**config.mk**
```make
export PLATFORM = sky130hd
export DESIGN_NAME = chords_player
export DESIGN_NICKNAME = d
export VERILOG_FILES = /design/src/rtl/chords_player.sv
export SDC_FILE = /design/constraint.sdc
export NUM_CORES = 1
export LEC_CHECK = 0
export ABC_AREA = 1
export CORE_ASPECT_RATIO = 0.8
export CORE_MARGIN = 8
export CORE_UTILIZATION = 50
export CTS_CLUSTER_DIAMETER = 120
export CTS_CLUSTER_SIZE = 40
export DETAILED_ROUTE_END_ITERATION = 16
export GPL_TIMING_DRIVEN = 1
export PLACE_DENSITY_LB_ADDON = 0.25
export SETUP_SLACK_MARGIN = 0.1
export SLEW_MARGIN = 40
export SYNTH_ARGS = -nofsm -noshare
export SYNTH_HDL_FRONTEND = slang
export SYNTH_SLANG_ARGS = --single-unit
export TNS_END_PERCENT = 5
```
**constraint.sdc**
```tcl
create_clock -name clk -period 8.3 [get_ports clk]
set_input_delay 1.66 -clock clk [delete_from_list [all_inputs] [get_ports clk]]
set_output_delay 1.66 -clock clk [all_outputs]
set_load 0.02 [all_outputs]
```
**src/rtl/chords_player.sv**
```systemverilog
// ---------------------------------------------------------------------------
// chords_player
//
// Three-voice triangle-wave chord synthesiser.
// - Each voice holds a note, a beat countdown and a 20-bit phase accumulator.
// - Voices are allocated on new_note, count down on beat, and are released
//   on the first new_frame after their countdown expires.
// - A sample request advances all phases.
// - One cycle later, the mixed sample is presented with a one-cycle ready
//   strobe.
//
// Ports
//   clk                  : system clock, rising edge
//   reset                : asynchronous reset, active low
//   new_frame            : frame-boundary strobe, releases finished voices
//   play                 : 1 = run, 0 = pause (phases and countdown frozen)
//   note[5:0]            : note code, 1 = A1 (55 Hz) in semitone steps, 0 = rest
//   duration[5:0]        : note length in beats
//   new_note             : strobe qualifying note/duration
//   beat                 : beat strobe
//   generate_next_sample : sample request strobe
//   sample_out[15:0]     : signed mixed sample
//   new_sample_ready     : one-cycle strobe, sample_out valid
//
// Optional build macro
//   CHORDS_PLAYER_VOICE_STEAL_EN : when defined, a new note arriving with all
//   voices busy replaces the voice with the fewest remaining beats (lowest
//   index on tie). When undefined, such a note is dropped.
// ---------------------------------------------------------------------------
module chords_player (
    input  logic               clk,
    input  logic               reset,
    input  logic               new_frame,
    input  logic               play,
    input  logic [5:0]         note,
    input  logic [5:0]         duration,
    input  logic               new_note,
    input  logic               beat,
    input  logic               generate_next_sample,
    output logic signed [15:0] sample_out,
    output logic               new_sample_ready
);

    localparam int NUM_VOICES = 3;

    logic [NUM_VOICES-1:0] voice_busy;
    logic [NUM_VOICES-1:0] voice_done;
    logic [5:0]            voice_note      [NUM_VOICES];
    logic [5:0]            voice_remaining [NUM_VOICES];
    logic [19:0]           voice_phase     [NUM_VOICES];

    logic                  req_pending;
    logic                  req_play;

    logic                  load_en;
    logic [1:0]            load_idx;
    logic signed [15:0]    mix;
    logic [12:0]           tri_val;
    logic signed [15:0]    voice_val;

    // Phase increment per sample at 48 kHz: round(2^20 * f(n) / 48000)
    function automatic logic [19:0] phase_step(input logic [5:0] n);
        case (n)
            6'd1:  phase_step = 20'd1201;   6'd2:  phase_step = 20'd1273;
            6'd3:  phase_step = 20'd1349;   6'd4:  phase_step = 20'd1429;
            6'd5:  phase_step = 20'd1514;   6'd6:  phase_step = 20'd1604;
            6'd7:  phase_step = 20'd1699;   6'd8:  phase_step = 20'd1800;
            6'd9:  phase_step = 20'd1907;   6'd10: phase_step = 20'd2021;
            6'd11: phase_step = 20'd2141;   6'd12: phase_step = 20'd2268;
            6'd13: phase_step = 20'd2403;   6'd14: phase_step = 20'd2546;
            6'd15: phase_step = 20'd2697;   6'd16: phase_step = 20'd2858;
            6'd17: phase_step = 20'd3028;   6'd18: phase_step = 20'd3208;
            6'd19: phase_step = 20'd3398;   6'd20: phase_step = 20'd3600;
            6'd21: phase_step = 20'd3815;   6'd22: phase_step = 20'd4041;
            6'd23: phase_step = 20'd4282;   6'd24: phase_step = 20'd4536;
            6'd25: phase_step = 20'd4806;   6'd26: phase_step = 20'd5092;
            6'd27: phase_step = 20'd5395;   6'd28: phase_step = 20'd5715;
            6'd29: phase_step = 20'd6055;   6'd30: phase_step = 20'd6415;
            6'd31: phase_step = 20'd6797;   6'd32: phase_step = 20'd7201;
            6'd33: phase_step = 20'd7629;   6'd34: phase_step = 20'd8083;
            6'd35: phase_step = 20'd8563;   6'd36: phase_step = 20'd9072;
            6'd37: phase_step = 20'd9612;   6'd38: phase_step = 20'd10184;
            6'd39: phase_step = 20'd10789;  6'd40: phase_step = 20'd11431;
            6'd41: phase_step = 20'd12110;  6'd42: phase_step = 20'd12830;
            6'd43: phase_step = 20'd13593;  6'd44: phase_step = 20'd14402;
            6'd45: phase_step = 20'd15258;  6'd46: phase_step = 20'd16165;
            6'd47: phase_step = 20'd17127;  6'd48: phase_step = 20'd18145;
            6'd49: phase_step = 20'd19224;  6'd50: phase_step = 20'd20367;
            6'd51: phase_step = 20'd21578;  6'd52: phase_step = 20'd22861;
            6'd53: phase_step = 20'd24221;  6'd54: phase_step = 20'd25661;
            6'd55: phase_step = 20'd27187;  6'd56: phase_step = 20'd28803;
            6'd57: phase_step = 20'd30516;  6'd58: phase_step = 20'd32331;
            6'd59: phase_step = 20'd34253;  6'd60: phase_step = 20'd36290;
            6'd61: phase_step = 20'd38448;  6'd62: phase_step = 20'd40734;
            6'd63: phase_step = 20'd43156;
            default: phase_step = 20'd0;
        endcase
    endfunction

    // Voice allocation: the lowest-index free voice takes the new note.
    // Busy flags are registered, so back-to-back strobes see the previous
    // load and fill consecutive voices.
`ifdef CHORDS_PLAYER_VOICE_STEAL_EN
    logic [5:0] min_rem;
`endif
    always_comb begin
        load_en  = 1'b0;
        load_idx = 2'd0;
`ifdef CHORDS_PLAYER_VOICE_STEAL_EN
        min_rem  = voice_remaining[0];
`endif
        if (new_note && (note != 6'd0) && (duration != 6'd0)) begin
            for (int i = NUM_VOICES - 1; i >= 0; i--) begin
                if (!voice_busy[i]) begin
                    load_en  = 1'b1;
                    load_idx = 2'(i);
                end
            end
`ifdef CHORDS_PLAYER_VOICE_STEAL_EN
            // All voices busy: steal the one closest to finishing; a strict
            // less-than keeps the lowest index on ties.
            if (&voice_busy) begin
                load_en = 1'b1;
                for (int i = 1; i < NUM_VOICES; i++) begin
                    if (voice_remaining[i] < min_rem) begin
                        min_rem  = voice_remaining[i];
                        load_idx = 2'(i);
                    end
                end
            end
`endif
        end
    end

    // Triangle mix of all busy voices; each voice is centred around zero.
    always_comb begin
        mix       = 16'sd0;
        tri_val   = 13'd0;
        voice_val = 16'sd0;
        for (int i = 0; i < NUM_VOICES; i++) begin
            if (voice_busy[i]) begin
                tri_val   = voice_phase[i][19] ? ~voice_phase[i][18:6] : voice_phase[i][18:6];
                voice_val = $signed({2'b00, tri_val, 1'b0}) - 16'sd8192;
                mix       = mix + voice_val;
            end
        end
    end

    // Voice state: a load wins over release and countdown; a release uses the
    // registered done flag, so a voice finishing on a frame edge lingers until
    // the next frame.
    always_ff @(posedge clk or negedge reset) begin
        if (!reset) begin
            voice_busy <= '0;
            voice_done <= '0;
            for (int i = 0; i < NUM_VOICES; i++) begin
                voice_note[i]      <= 6'd0;
                voice_remaining[i] <= 6'd0;
                voice_phase[i]     <= 20'd0;
            end
        end else begin
            for (int i = 0; i < NUM_VOICES; i++) begin
                if (load_en && (load_idx == 2'(i))) begin
                    voice_busy[i]      <= 1'b1;
                    voice_done[i]      <= 1'b0;
                    voice_note[i]      <= note;
                    voice_remaining[i] <= duration;
                    voice_phase[i]     <= 20'd0;
                end else if (new_frame && voice_done[i]) begin
                    voice_busy[i]      <= 1'b0;
                    voice_done[i]      <= 1'b0;
                    voice_note[i]      <= 6'd0;
                    voice_remaining[i] <= 6'd0;
                    voice_phase[i]     <= 20'd0;
                end else if (voice_busy[i]) begin
                    if (beat && play && !voice_done[i]) begin
                        voice_remaining[i] <= voice_remaining[i] - 6'd1;
                        if (voice_remaining[i] == 6'd1) begin
                            voice_done[i] <= 1'b1;
                        end
                    end
                    if (generate_next_sample && play) begin
                        voice_phase[i] <= voice_phase[i] + phase_step(voice_note[i]);
                    end
                end
            end
        end
    end

    // Output stage: a request advances phases on one edge and the mix of the
    // advanced phases is registered on the next; play is captured with the
    // request so a paused request yields silence.
    always_ff @(posedge clk or negedge reset) begin
        if (!reset) begin
            req_pending      <= 1'b0;
            req_play         <= 1'b0;
            sample_out       <= 16'sd0;
            new_sample_ready <= 1'b0;
        end else begin
            req_pending      <= generate_next_sample;
            req_play         <= play;
            new_sample_ready <= req_pending;
            if (req_pending) begin
                sample_out <= req_play ? mix : 16'sd0;
            end
        end
    end

endmodule

```
==> flow_metrics.tcl, run 1 <==
set metrics [dict create \
    ys.flop_type "dfrtp_1" \
    cp_num_cells 18 \
    grt_first_pass_wirelength_um 70120 \
    setup_tns_ns 0 \
    rows 53 \
    ys_types 58 \
    drtPass1Iterations 5 \
    clkTransAtPathRegs_ns 0.06 \
    cp-end-kind "register" \
    cts.repair_timing.setup_buffer_count 0 \
    critPathKind "register to register" \
    cpMostUsedCell "nand2_1" \
    first_iter_violations 1820 \
    clock-sinks 120 \
    r2r_start "voice_note[14]" \
    cts_tree "built" \
    syn_area_um2 13370 \
    synth_seq_area_share_pct 22.47 \
    drc 0 \
    yosysWarnings 0 \
    path_cells "inv_1, nor2_1, inv_1, nand2_1, nand2_1, a221oi_1, nor2_1, ha_1, nand3_1, nand2_1, inv_1, o21ai_0, nand3_1, nand2_1, nand3_1, nand2_1, inv_1, nor2_1" \
    ioPinCount 36 \
    postCtsHoldBufs 0 \
    worstSetupStartpointType "register" \
    cts_buffer_depth 2 \
    rrSetupSlack_ns 4.10 \
    die_w_um 198.8 \
    cp_slowest_stage_delay_ns 0.84 \
    cts-buffers-inserted 17 \
    grtUsageTotal_pct 26.96 \
    die-area_um2 32250 \
    gr-total-overflow 0 \
    cp_data_arrival_time_ns 4.57 \
    rsz0062_at_grt "no" \
    start_util_pct 50.90 \
    r2r_end "voice_phase[58]" \
    core_area_um2 26260 \
    min_path_type "register to register" \
    status "finished clean" \
    finClkSkew_ns 0.009849 \
    grt_max_degree 74 \
    drt_wl_total_um 43900 \
    endpoint "voice_phase[58]" \
    ctsResizeCount 0 \
    report.final.slew_viol_count 0 \
    syn_nets 2248 \
    crit_fanout 22 \
    die_y_um 162.2 \
    layout.nets 2234 \
    wl_per_cell_um 17.75 \
    clock-root-buffer "clkbuf_16" \
    antenna_left 0 \
    drive_gt1_share_pct 3.499 \
    reg2regPathDepth 18 \
    critPathTopFamily "simple AND/OR/NAND/NOR gates" \
    slew_headroom_pct 43.80 \
    vias_per_cell 5.887 \
    hold_viol 0 \
    period_share_pct 50.65 \
    required_ns 8.66 \
    tightest_slew_ns 0.8429 \
    cap_violations 0 \
    hpwlAfterDp_um 33730 \
    slowest_stage "dfrtp_1" \
    vias 14560 \
    grt_pass1_vias 13160 \
    async_reset_ff_share_pct 100.0 \
    clock.fmax_mhz 237.9 \
    clock_latency_ns 0.43 \
    synthCells 2116 \
    final-setup-viol-count 0 \
    ys_ff_latch 120 \
    antenna_found_initial 0 \
    place_congestion 0.9730 \
    cts_max_level 4 \
    critPathLaunch "voice_note[14]" \
    synth_edf_count 0 \
    period_needed_ns 4.204 \
    area_delta_synth_final_pct 8.771 \
    cp.buffers_inverters 4 \
    syn_area_per_cell_um2 6.317 \
    port_buffers 34 \
]
[registers in the layout, summed over array words and instances, names as in the netlist, 3 cells and up]
signal / flops
voice_done: 3
voice_phase: 60
sample_out: 15
voice_busy: 3
voice_note: 18
voice_remaining: 18
[worst reg2reg max path: stages, from the launching register on]
cell,delay (ns)
dfrtp_1,0.84
inv_1,0.42
nor2_1,0.30
inv_1,0.09
nand2_1,0.09
nand2_1,0.07
a221oi_1,0.47
nor2_1,0.10
ha_1,0.39
nand3_1,0.10
nand2_1,0.14
inv_1,0.05
o21ai_0,0.45
nand3_1,0.13
nand2_1,0.18
nand3_1,0.10
nand2_1,0.08
inv_1,0.04
nor2_1,0.10
[synth_stat cells (24+ instances only)]
| library cell | n | area, µm² |
|---|---|---|
| nand3_1 | 122 | 610.6 |
| ha_1 | 108 | 1351 |
| o21ai_0 | 197 | 986.0 |
| dfrtp_1 | 120 | 3003 |
| xor2_1 | 42 | 367.9 |
| xnor2_1 | 33 | 289.0 |
| nor3_1 | 24 | 120.1 |
| nand2_1 | 538 | 2019 |
| inv_1 | 216 | 810.8 |
| o22ai_1 | 54 | 337.8 |
| a21oi_1 | 166 | 830.8 |
| clkbuf_1 | 43 | 161.4 |
| nor2_1 | 239 | 897.1 |
[layout by cell type, fill, tap and decap left out, types with 4 or more instances in the layout]
cell type and n:
a22oi_1 4, a21oi_1 166, a221oi_1 7, clkdlybuf4s50_1 33, inv_2 11, a22o_1 6
a31oi_1 10, nand4_1 16, nor2_1 239, o21ai_0 197, inv_1 216, nand3_1 122
o21ai_1 17, clkbuf_16 17, o21a_1 4, o21bai_1 9, dfrtp_1 118, o22ai_1 54
a211oi_1 12, nor3_1 24, o211ai_1 23, bufinv_16 5, o221ai_1 5, a21o_1 5
ha_1 108, xnor2_1 33, buf_4 5, nand2_1 538, fa_1 5, xor2_1 42
nor2_4 4, or2_2 4
[logic make-up (layout without fill, tap and decap cells)]
kind of cell               count (synthesis)  after routing  synth area share, %
other                                      1              2              0.02806
AOI/OAI and AO/OA                        537            537                22.77
xor gates and xnor gates                  75             75                4.914
DFF                                      120            120                22.47
buffers and inverters                    303            302                8.949
and+or+nand+nor                          965            965                29.86
adders and majority gates                113            113                10.86
muxes                                      2              2               0.1498
[metrics by stage]
| stage | util [%] | cell area (µm²) | cells | setup WS [ns] | hold WS [ns] |
|---|---|---|---|---|---|
| floorplan | - | 13370 | 2116 | 5.047 | 0.3741 |
| global placement | 52.81 | 13870 | 2440 | 3.875 | 0.4186 |
| detailed placement | 52.83 | 13870 | 2440 | 3.771 | 0.4266 |
| CTS | 55.35 | 14540 | 2472 | 4.215 | 0.4282 |
| global route | 55.36 | 14540 | 2472 | 3.768 | 0.4386 |
| finish | 55.36 | 14540 | 2473 | 4.096 | 0.4273 |
[layer usage]
layer  wire length [µm]  global-route usage (%)
met5                  0                       0
met3               4058                   5.294
met2              18630                   40.01
met4                937                   7.669
met1              20270                   38.98
[worst min-delay path by stage]
stage                      startpoint                to  slack [ns]  cells past startpoint
after floorplan           req_pending  new_sample_ready        0.37                      0
after global placement    req_pending  new_sample_ready        0.42                      0
after detailed placement  req_pending  new_sample_ready        0.43                      0
after CTS                 req_pending  new_sample_ready        0.43                      0
after global routing      req_pending  new_sample_ready        0.44                      0
final                     req_pending  new_sample_ready        0.43                      0
[area by class of cell]
| class | count | area, µm² |
|---|---|---|
| Multi-Input combinational cell | 1693 | 9168 |
| Antenna cell | 1 | 2.502 |
| Clock inverter | 12 | 196.4 |
| Inverter | 231 | 874.6 |
| Tap cell | 357 | 446.7 |
| Timing Repair Buffer | 39 | 379.1 |
| Fill cell | 2637 | 11720 |
| Clock buffer | 20 | 466.7 |
| Sequential cell | 120 | 3005 |
Power of run 1 is not shown: default switching activity piles up to over one toggle a cycle in this logic, so the estimate is an artifact.
==> run 2: changes to the inputs <==
==> constraint.sdc (replaced) <==
create_clock -name clk -period 3.9 [get_ports clk]
set_input_delay 0.78 -clock clk [delete_from_list [all_inputs] [get_ports clk]]
set_output_delay 0.78 -clock clk [all_outputs]
set_load 0.02 [all_outputs]
==> run 2 against run 1 <==
Effect of this change:
- register-to-register slack lost 3.7 ns
- final cell count grew 2.4%
- sequential share of layout area shrank 0.70 points
- hold slack lost 0.041 ns
- core utilization grew 2.0 points
- critical path type unchanged
- critical endpoint is now voice_phase[31]
==> flow_metrics.tcl, run 2 (synthesis gave the netlist of run 1 again) <==
set metrics [dict create \
    status "finished clean" \
    cp-end-kind "register" \
    fin_area_um2 15050 \
    gr-total-overflow 0 \
    postCtsHoldBufs 0 \
    finClkSkew_ns 0.006968 \
    worstSetupStartpointType "register" \
    diodes 0 \
    required_ns 4.20 \
    layout.nets 2296 \
    antenna_found_initial 0 \
    period_needed_ns 3.539 \
    grtUsageMet2_pct 43.08 \
    area_delta_synth_final_pct 12.62 \
    clock.fmax_mhz 282.6 \
    cap_violations 0 \
    ioPinCount 36 \
    drtPass1Iterations 9 \
    wl_per_cell_um 17.99 \
    slew_headroom_pct 53.23 \
    grtUsageTotal_pct 28.32 \
    busiest_layer "met2" \
    rows 53 \
    core_area_um2 26260 \
    drc 0 \
    period_share_pct 90.74 \
    cts-buffers-inserted 17 \
    cp_data_arrival_time_ns 3.84 \
    reg2regPathDepth 17 \
    place_area_um2 14340 \
    clkTransAtPathRegs_ns 0.06 \
    grt_max_degree 51 \
    grt_util_met1_pct 40.52 \
    layout_common_cells "538 x nand2_1, 239 x nor2_1, 214 x inv_1" \
    cts_max_level 4 \
    critPathLaunch "voice_note[7]" \
    final_cells 2532 \
    r2r_start "voice_note[7]" \
    first_iter_violations 1964 \
    vias_per_cell 5.870 \
    port_buffers 34 \
    crit_fanout 9 \
    largest_register_ffs 60 \
    die_w_um 198.8 \
    place_congestion 1.011 \
    regMostFlops "voice_phase" \
    die_y_um 162.2 \
    grtUsageMet3_pct 5.149 \
    grt_pass1_vias 13900 \
    placedCellCount 2500 \
    hold_viol 0 \
    antenna_left 0 \
    drt_wl_total_um 45550 \
    vias 14860 \
    rsz0062_at_grt "yes" \
    critPathKind "register to register" \
    grt_first_pass_wirelength_um 73750 \
    cts_tree "built" \
    final_common_cell "nand2_1" \
    tightest_slew_ns 0.7016 \
    hpwlAfterDp_um 35390 \
    die-area_um2 32250 \
    clock-sinks 120 \
    min_path_type "input pin to async pin" \
    report.final.slew_viol_count 0 \
    cts_buffer_depth 2 \
    clock-root-buffer "clkbuf_16" \
    final-setup-viol-count 0 \
    setup_tns_ns 0 \
    drive_gt1_share_pct 6.621 \
    start_util_pct 50.90 \
    clock_latency_ns 0.43 \
    top_regs "voice_phase: 60 flops, voice_note: 18 flops, voice_remaining: 18 flops" \
]
run 2: layout make-up:
| cell class | count | area [µm²] |
|---|---|---|
| Timing Repair Buffer | 101 | 865.8 |
| Inverter | 231 | 880.8 |
| Clock inverter | 8 | 167.7 |
| Fill cell | 2598 | 11210 |
| Tap cell | 357 | 446.7 |
| Multi-Input combinational cell | 1693 | 9201 |
| Sequential cell | 120 | 3007 |
| Clock buffer | 22 | 484.2 |
run 2: metal layers:
layer	vias up	wire (µm)
li1	7210	-
met1	6826	20770
met2	751	19820
met3	76	4003
met4	0	954
met5	-	0
run 2: critical path, cell delays in order (launching register included):
cell and delay, ns:
dfrtp_1 0.49, inv_1 0.13, buf_4 0.14, ha_1 0.27, nor2_1 0.09, inv_1 0.14
o21ai_0 0.18, o211ai_1 0.19, o21ai_0 0.13, o21ai_0 0.32, ha_1 0.37, nand2_1 0.15
nor2_1 0.07, nand2_1 0.07, nand3_1 0.16, a21oi_1 0.24, xor2_1 0.18, o21ai_0 0.09
run 2: timing repair:
| item | CTS | global route |
|---|---|---|
| gates resized for setup | 0 | 14 |
| setup endpoints to repair | 0 | 27 |
| buffers inserted | 0 | 2 |
run 2: final timing paths:
check | end | slack, ns
min in group clk | new_sample_ready | 0.45
hold reg to reg | new_sample_ready | 0.45
hold / removal | voice_phase[2] | 0.39
setup / recovery | voice_phase[31] | 0.36
max in group asynchronous | voice_note[0] | 2.66
setup reg to reg | voice_phase[31] | 0.36
run 2: per-stage QoR:
step           util, %  setup WS, ns  hold slack (ns)
2_1_floorplan        -        0.6471           0.3741
3_3_place_gp     54.62        0.2351           0.4401
3_5_place_dp     54.62        0.2487           0.4348
4_1_cts          57.10        0.2364           0.4108
5_1_grt          57.32       0.01741           0.4395
6_report         57.32        0.3610           0.3859
Power of run 2 is left out for the same reason.
==> run 3: changes to the inputs <==
--- a/config.mk
+++ b/config.mk
@@ -6,7 +6,7 @@
 export NUM_CORES = 1
 export LEC_CHECK = 0
 export ABC_AREA = 1
-export CORE_ASPECT_RATIO = 0.8
+export CORE_ASPECT_RATIO = 1.5
 export CORE_MARGIN = 8
 export CORE_UTILIZATION = 50
 export CTS_CLUSTER_DIAMETER = 120
==> run 3 against run 2 <==
Effect of this change:
- count of clock-buffer cells in the layout shrank 1
- cell area shrank 0.71%
- hold slack lost 0.0034 ns
- maximum frequency shrank 2.0%
- core utilization shrank 0.70 points
- critical path depth grew 4
- register-to-register slack lost 0.07 ns
- die area grew 0.24%
- final cell count shrank 1.1%
- sequential share of layout area grew 0.14 points
- clock skew grew 0.0018 ns
- critical path type unchanged
- critical endpoint is now sample_out[15]
==> flow_metrics.tcl, run 3 (synthesis gave the netlist of run 1 again) <==
set metrics [dict create \
    status "finished clean" \
    layout.nets 2285 \
    antenna_found_initial 0 \
    clock-sinks 120 \
    regMostFlops "voice_phase" \
    cts-buffers-inserted 17 \
    vias_per_cell 5.906 \
    gr-total-overflow 0 \
    period_needed_ns 3.612 \
    grtUsageMet3_pct 3.525 \
    final_common_cell "nand2_1" \
    ctsResizeCount 0 \
    holdWs_ns 0.3825 \
    die_y_um 216.3 \
    first_iter_violations 1058 \
    place_congestion 0.9697 \
    ioPinCount 36 \
    drive_gt1_share_pct 6.233 \
    cts_max_level 4 \
    grtUsageMet2_pct 53.49 \
    antenna_left 0 \
    hold_viol 0 \
    cts.repair_timing.setup_buffer_count 0 \
    postCtsHoldBufs 0 \
    grt_max_degree 121 \
    cts_tree "built" \
    core_area_um2 26400 \
    clock_latency_ns 0.46 \
    port_buffers 34 \
    drtPass1Iterations 8 \
    cp.buffers_inverters 2 \
    cpMostUsedCell "nand2_1" \
    hpwlAfterDp_um 37360 \
    final-setup-viol-count 0 \
    report.final.slew_viol_count 0 \
    slowest_stage "dfrtp_1" \
    final_cells 2503 \
    grt_util_met1_pct 31.99 \
    r2r_end "sample_out[15]" \
    tightest_slew_ns 0.7157 \
    period_share_pct 92.62 \
    slew_headroom_pct 52.29 \
    r2r_start "voice_busy[0]" \
    die-area_um2 32330 \
    top_regs "voice_phase: 60 flops, voice_note: 18 flops, voice_remaining: 18 flops" \
    vias 14780 \
    busiest_layer "met2" \
    drc 0 \
    finClkSkew_ns 0.008723 \
    required_ns 4.25 \
    placedCellCount 2471 \
    wl_per_cell_um 18.98 \
    grt_first_pass_wirelength_um 76550 \
    area_delta_synth_final_pct 11.81 \
    grt_pass1_vias 14470 \
    crit_fanout 12 \
    cap_violations 0 \
    start_util_pct 50.64 \
    largest_register_ffs 60 \
    cp_data_arrival_time_ns 3.96 \
    grtUsageTotal_pct 29.83 \
    drt_wl_total_um 47500 \
    rows 73 \
    reg2regPathDepth 21 \
    critPathKind "register to register" \
    cp-end-kind "register" \
    clkTransAtPathRegs_ns 0.06 \
    critPathTopFamily "simple AND/OR/NAND/NOR gates" \
    cp_slowest_stage_delay_ns 0.47 \
    diodes 0 \
    clock-root-buffer "clkbuf_16" \
    worstSetupStartpointType "register" \
    path_cells "inv_2, nor2_1, ha_1, nand2_1, nor2_1, a21oi_1, or2_2, nand3_1, nand2_1, ha_1, nand2_1, inv_1, nand2_1, nor2_1, nand2_1, nand3_1, nand2_1, nor2_1, nand2_1, nand3_1, nand2_1" \
    rrSetupSlack_ns 0.29 \
    min_path_type "input pin to async pin" \
    rsz0062_at_grt "yes" \
    layout_common_cells "538 x nand2_1, 239 x nor2_1, 214 x inv_1" \
    clock.fmax_mhz 276.9 \
    cts_buffer_depth 2 \
    die_w_um 149.5 \
]
-- run 3: metal layers --
layer | wire (µm) | vias up | part of all wire (%)
met5 | 0 | - | 0
met4 | 2961 | 0 | 6.2
met1 | 17810 | 6928 | 37
li1 | - | 7204 | -
met2 | 24610 | 486 | 52
met3 | 2118 | 164 | 4.5
-- run 3: area by class of cell --
type / count / area, µm²
Clock buffer: 21 / 460.4
Clock inverter: 11 / 192.7
Fill cell: 2678 / 11450
Inverter: 231 / 878.3
Multi-Input combinational cell: 1693 / 9215
Sequential cell: 120 / 3007
Tap cell: 337 / 421.7
Timing Repair Buffer: 90 / 770.7
-- run 3: worst max path at each step --
stage / startpoint / to / slack, ns / depth (start not counted)
after floorplan: voice_phase[39] / sample_out[14] / 0.65 / 21
after detailed placement: voice_note[13] / voice_phase[58] / 0.15 / 19
after global routing: voice_busy[0] / sample_out[15] / -0.003 / 23
after CTS: voice_note[1] / voice_phase[14] / 0.13 / 22
after global placement: voice_note[1] / voice_phase[14] / 0.23 / 22
final: voice_busy[0] / sample_out[15] / 0.29 / 21
-- run 3: stage by stage --
step	instance area (µm²)	setup slack [ns]	TNS [ns]	utilization (%)
floorplan	13370	0.6471	0	-
global placement	14240	0.2297	0	53.94
detailed placement	14240	0.1457	0	53.94
CTS	14890	0.1288	0	56.41
global route	14950	-0.003122	-0.003122	56.62
finish	14950	0.2880	0	56.62
-- run 3: worst reg2reg max path, stage by stage (launching register included) --
cell	delay, ns
dfrtp_1	0.47
inv_2	0.29
nor2_1	0.16
ha_1	0.40
nand2_1	0.13
nor2_1	0.15
a21oi_1	0.10
or2_2	0.28
nand3_1	0.07
nand2_1	0.13
ha_1	0.38
nand2_1	0.11
inv_1	0.08
nand2_1	0.10
nor2_1	0.12
nand2_1	0.09
nand3_1	0.11
nand2_1	0.06
nor2_1	0.10
nand2_1	0.05
nand3_1	0.08
nand2_1	0.05
Power of run 3 is left out for the same reason.
